`src/rtl/memory_stage.sv`:
```
// Beta CPU memory stage: latches execute results, runs LD/LDR/ST over a
// req/ack data port with stall, and injects an exception IR on misaligned
// access or bus timeout.

`ifndef INST_NOP
`define INST_NOP 32'h83FF_F800
`endif
`ifndef INST_BNE_EXCEPT
`define INST_BNE_EXCEPT 32'h77DF_0000
`endif
`ifndef IR_SRC_DATA
`define IR_SRC_DATA 2'd0
`endif
`ifndef IR_SRC_NOP
`define IR_SRC_NOP 2'd1
`endif
`ifndef IR_SRC_EXCEPT
`define IR_SRC_EXCEPT 2'd2
`endif

module memory_stage #(
    parameter int unsigned TIMEOUT_CYCLES = 16
) (
    input  logic        clk,
    input  logic        rst_n,
    input  logic [1:0]  ir_src_mem,
    input  logic [31:0] pc,
    input  logic [31:0] ir,
    input  logic [31:0] y,
    input  logic [31:0] d,
    output logic        stall_mem,
    output logic        mem_fault,
    output logic        dmem_req,
    output logic        dmem_we,
    output logic [31:0] dmem_addr,
    output logic [31:0] dmem_wdata,
    input  logic        dmem_ack,
    input  logic [31:0] dmem_rdata,
    output logic [31:0] pc_next,
    output logic [31:0] ir_next,
    output logic [31:0] wb_data_next
);

    localparam int unsigned CW = (TIMEOUT_CYCLES == 0) ? 1 : $clog2(TIMEOUT_CYCLES + 1);
    localparam logic [CW-1:0] CNT_LAST =
        CW'((TIMEOUT_CYCLES == 0) ? 0 : TIMEOUT_CYCLES - 1);
    localparam logic [CW-1:0] CNT_MAX = '1;

    localparam logic [5:0] OP_LD  = 6'b011000;
    localparam logic [5:0] OP_LDR = 6'b011111;
    localparam logic [5:0] OP_ST  = 6'b011001;

    typedef enum logic [0:0] {StIdle, StAccess} state_t;

    logic [31:0]   pc_mem, ir_mem, y_mem, d_mem;
    state_t        state_q, state_d;
    logic [CW-1:0] counter_q, counter_d;

    logic is_rd, is_wr, is_mem, misaligned, timeout, fault;
    logic nxt_is_mem, nxt_go;

    // Decode the op held in the stage and the op about to be loaded.
    always_comb begin
        is_rd      = (ir_mem[31:26] == OP_LD) || (ir_mem[31:26] == OP_LDR);
        is_wr      = (ir_mem[31:26] == OP_ST);
        is_mem     = is_rd || is_wr;
        misaligned = is_mem && (y_mem[1:0] != 2'b00);
        nxt_is_mem = (ir[31:26] == OP_LD) || (ir[31:26] == OP_LDR) || (ir[31:26] == OP_ST);
        nxt_go     = nxt_is_mem && (y[1:0] == 2'b00);
        timeout    = (TIMEOUT_CYCLES != 0) && (counter_q == CNT_LAST);
    end

    // Bus handshake, stall and fault generation.
    always_comb begin
        dmem_req  = 1'b0;
        dmem_we   = 1'b0;
        stall_mem = 1'b0;
        fault     = 1'b0;
        if (state_q == StAccess) begin
            dmem_req  = 1'b1;
            dmem_we   = is_wr;
            stall_mem = !dmem_ack && !timeout;
            fault     = !dmem_ack && timeout;
        end else begin
            // Misaligned ops never reach ACCESS; they fault straight from IDLE.
            fault = misaligned;
        end
        mem_fault  = fault;
        dmem_addr  = {y_mem[31:2], 2'b00};
        dmem_wdata = d_mem;
    end

    // Values forwarded to writeback.
    always_comb begin
        pc_next      = pc_mem;
        wb_data_next = (state_q == StAccess && dmem_ack && is_rd) ? dmem_rdata : y_mem;
        if (stall_mem) begin
            ir_next = `INST_NOP;
        end else if (fault) begin
            ir_next = `INST_BNE_EXCEPT;
        end else begin
            unique case (ir_src_mem)
                `IR_SRC_EXCEPT: ir_next = `INST_BNE_EXCEPT;
                `IR_SRC_NOP:    ir_next = `INST_NOP;
                `IR_SRC_DATA:   ir_next = ir_mem;
                default:        ir_next = 'x;
            endcase
        end
    end

    // Next state: an aligned memory op loaded on a free edge starts ACCESS at once.
    always_comb begin
        state_d   = state_q;
        counter_d = '0;
        unique case (state_q)
            StIdle: begin
                state_d = nxt_go ? StAccess : StIdle;
            end
            StAccess: begin
                if (dmem_ack) begin
                    state_d = nxt_go ? StAccess : StIdle;
                end else if (timeout) begin
                    state_d = StIdle;
                end else begin
                    // Saturation only matters when the timeout is disabled.
                    counter_d = (counter_q == CNT_MAX) ? counter_q : counter_q + 1'b1;
                end
            end
            default: state_d = StIdle;
        endcase
    end

    // Stage registers: load when not stalled.
    always_ff @(posedge clk) begin
        if (!rst_n) begin
            pc_mem <= '0;
            ir_mem <= `INST_NOP;
            y_mem  <= '0;
            d_mem  <= '0;
        end else if (!stall_mem) begin
            pc_mem <= pc;
            ir_mem <= ir;
            y_mem  <= y;
            d_mem  <= d;
        end
    end

    // Access FSM state and timeout counter.
    always_ff @(posedge clk) begin
        if (!rst_n) begin
            state_q   <= StIdle;
            counter_q <= '0;
        end else begin
            state_q   <= state_d;
            counter_q <= counter_d;
        end
    end

endmodule

```
`config.mk`:
```
export PLATFORM = sky130hd
export DESIGN_NAME = memory_stage
export DESIGN_NICKNAME = d
export VERILOG_FILES = /design/src/rtl/memory_stage.sv
export SDC_FILE = /design/constraint.sdc
export NUM_CORES = 1
export LEC_CHECK = 0
export CAP_MARGIN = 20
export CORE_MARGIN = 8
export CORE_UTILIZATION = 42
export CTS_CLUSTER_SIZE = 10
export DETAILED_ROUTE_END_ITERATION = 10
export MAX_ROUTING_LAYER = met4
export PLACE_DENSITY = 0.86
export SETUP_SLACK_MARGIN = 0.02
export SLEW_MARGIN = 10
export SYNTH_ARGS = -nofsm -noshare
export SYNTH_HDL_FRONTEND = slang
export SYNTH_SLANG_ARGS = --single-unit
```
`constraint.sdc`:
```
create_clock -name clk -period 4.7 [get_ports clk]
set_input_delay 0.705 -clock clk [delete_from_list [all_inputs] [get_ports clk]]
set_output_delay 0.705 -clock clk [all_outputs]
set_load 0.005 [all_outputs]
```
==> flow_summary_export.csv <==
group,metric,value,unit
worst_hold_path,hold_path.class,"register to register",
clock_tree,h-tree-depth,4,
worst_hold_path,min-delay-start,"ir_mem[3]",
pwr,p_comb_share,13.7,%
die,dieArea,0.0183,mm^2
timing,setup_viol,0,
pwr,p_sw_share,21.8,%
layout,drive_above_1_share,7.68,%
synthesis,synth-edff-count,0,
timing,setup_tns,0,ns
drt,drt_iter0_drc,364,
layout,multiInputGateArea,0.00281,mm^2
placed_design,hpwl,15.7,mm
drt,wl,21.1,mm
layout,regArea,0.00268,mm^2
status,status,"finished clean",
timing,fin_crit_sh,77.5,%
layout,insertedDiodeCount,0,
clock_tree,path_clk_slew,0.05,ns
clock_tree,worstSkewPairLatency,0.41,ns
die,die_h,135,um
synthesis,postSynthCellCount,721,
global_routing,grt_usage,22.5,%
die,initial_core_util,43.1,%
setup_path,critPathRequiredTime,3.99,ns
drt,viasPerCell,4.99,
global_routing,grt_pass1_vias,5898,
placed_design,portBuffers,326,
global_routing,grt_pass1_wl,31.5,mm
clock_tree,cts_resized,0,
synthesis,ys.flop_type,"dfxtp_1",
drt,wl_per_cell,17.8,um
synthesis,ys_ff_latch,134,
drt,dr_total_vias,5895,
layout,n_fill_cell,1084,
timing,hold_violations,0,
layout,finalNonFillerCells,1182,
placed_design,dp.cells,1149,
synthesis,yosysWarnings,0,
layout,syn_to_final_growth,61.7,%
synthesis,synth_top_area_share,44.9,%
pwr,p_seq_share,41.0,%
clock_tree,cts_tree,"built",
timing,tightest_slew,1.11,ns
timing,drv_slew,0,
synthesis,synth_area_leader_cell,"dfxtp_1",
synthesis,synth_cell_type_count,38,
timing,rsz0062_at_grt,"false",
drt,ant_nets,0,
drt,drc,0,
synthesis,synthTopCellsByCount,"nand2_1, dfxtp_1, a21boi_0, a21boi_1, buf_4",
die,rows,43,
placed_design,dp_slack,1.17,ns
global_routing,grt_max_degree,131,
setup_path,r2r_start,"counter_q[0]",
clock_tree,cts_hold_buf,0,
run,drv_cap,0,
die,fp.coreArea,0.0139,mm^2
synthesis,synth_most_common_cell,"nand2_1",
pwr,clock_power_share,45.3,%
synthesis,syn_area_per_cell,8.29,um^2
placed_design,gp_congestion,0.849,
global_routing,antenna_found_initial,0,
clock_tree,cts.sinks,134,
die,io_pins,329,
timing,timing.fmax,0.274,GHz
setup_path,crit_arrival,2.94,ns
global_routing,gr-total-overflow,0,
clock_tree,tritoncts.num_buffers,17,
pwr,vdd_drop_max,0.000223,V
synthesis,netlist_top_cells_area,"dfxtp_1, nand2_1, a21boi_0",
setup_path,startpoint_type,"register",
pwr,switchingPower,657,uW
timing,finalCriticalPeriod,3.64,ns
timing,skew,0.00803,ns
synthesis,async_reset_ff_share,0,%
pwr,p_int,2.36,mW
setup_path,cp-end-kind,"output pin",
timing,fin_ws,1.06,ns
setup_path,crit_type,"register to output pin",
pwr,p_leak,3.96,nW
synthesis,synth_seq_area_share,44.9,%
setup_path,cp-startpoint,"counter_q[0]",
pwr,power_per_cell_area,312,mW/mm^2
setup_path,crit_path_max_fanout,42,
die,die_w,135,um
drt,firstDrtPassIters,5,
timing,slew_headroom,26.1,%
clock_tree,clockBufferDepth,2,
clock_tree,post-cts-setup-buffers,0,
synthesis,synth.cell_area,0.00598,mm^2
clock_tree,cts_root_buffer,"clkbuf_16",
layout,layout.nets,1157,
[power by group through the flow]
| stage | clock [mW] | combinational [mW] | sequential (mW) |
|---|---|---|---|
| 6_report | 1.37 | 0.413 | 1.23 |
| 5_1_grt | 1.46 | 0.442 | 1.24 |
| 4_1_cts | 1.40 | 0.416 | 1.23 |
| 3_5_place_dp | 0 | 0.413 | 1.26 |
| 3_3_place_gp | 0 | 0.407 | 1.26 |
| 2_1_floorplan | 0 | 0.127 | 1.25 |
[cell usage in the layout, fill, tap and decap left out, types with 3 or more instances in the layout]
master,instances
nor2_1,15
ha_1,3
nand2_1,259
dfxtp_1,134
clkbuf_8,3
clkinvlp_4,5
bufinv_16,3
nand3_1,17
buf_4,6
clkinv_2,3
nand2b_1,6
or3_1,10
o31ai_1,7
and3_1,15
a21boi_1,39
mux2_2,32
clkbuf_16,17
a21boi_0,73
clkdlybuf4s50_1,325
a31oi_1,4
[metrics by stage]
stage               hold slack [ns]  power, mW  utilization (%)  instance area (um^2)
floorplan                     0.426       1.38                -                  5980
global placement              0.433       1.66             65.0                  9020
detailed placement            0.438       1.67             65.0                  9020
CTS                           0.448       3.05             69.5                  9640
global route                  0.469       3.14             69.6                  9670
finish                        0.447       3.01             69.6                  9670
[registers in the layout, indices dropped and copies added, names as in the netlist]
| register | cells |
|---|---|
| counter_q | 5 |
| dmem_wdata | 32 |
| ir_mem | 32 |
| pc_next | 32 |
| state_q | 1 |
| y_mem | 32 |
[path summary, 6_finish.rpt]
check	endpoint	slack [ns]	cells after the start
worst max-delay path	stall_mem	1.06	6
worst min-delay path	ir_mem[3]	0.45	2
worst max register to register	counter_q[2]	1.70	8
worst min register to register	ir_mem[3]	0.45	2
[critical path: stages, from the launching register on]
cell	delay, ns
dfxtp_1	0.33
ha_1	0.20
and3_1	0.20
ha_1	0.22
or3b_4	0.57
inv_4	0.40
clkdlybuf4s50_1	0.59
[metal layers]
| layer | GRT usage (%) | part of all wire (%) | vias up |
|---|---|---|---|
| met3 | 7.79 | 9.7 | 31 |
| li1 | - | - | 2875 |
| met1 | 23.7 | 38 | 2731 |
| met5 | - | 0 | - |
| met2 | 38.1 | 50 | 258 |
| met4 | 8.82 | 2.2 | 0 |
[area by class of cell]
class                      instances  area share (%)
timing repair buffer             332            34.3
clock inverter                    12            1.57
clock buffer                      20            4.83
sequential                       134            27.8
tap                              180            2.33
multi-input combinational        502            29.1
inverter                           2           0.104
[logic make-up after synthesis]
logic type / after synthesis / share of synthesized area, %
compound gates: 129 / 16.2
mux: 33 / 6.20
xor+xnor: 3 / 0.440
other cells: 1 / 0.0627
flops: 134 / 44.9
simple gates: 332 / 23.2
buf+inv: 86 / 8.42
fa+ha+maj: 3 / 0.628
(Power assumes the default switching activity.)
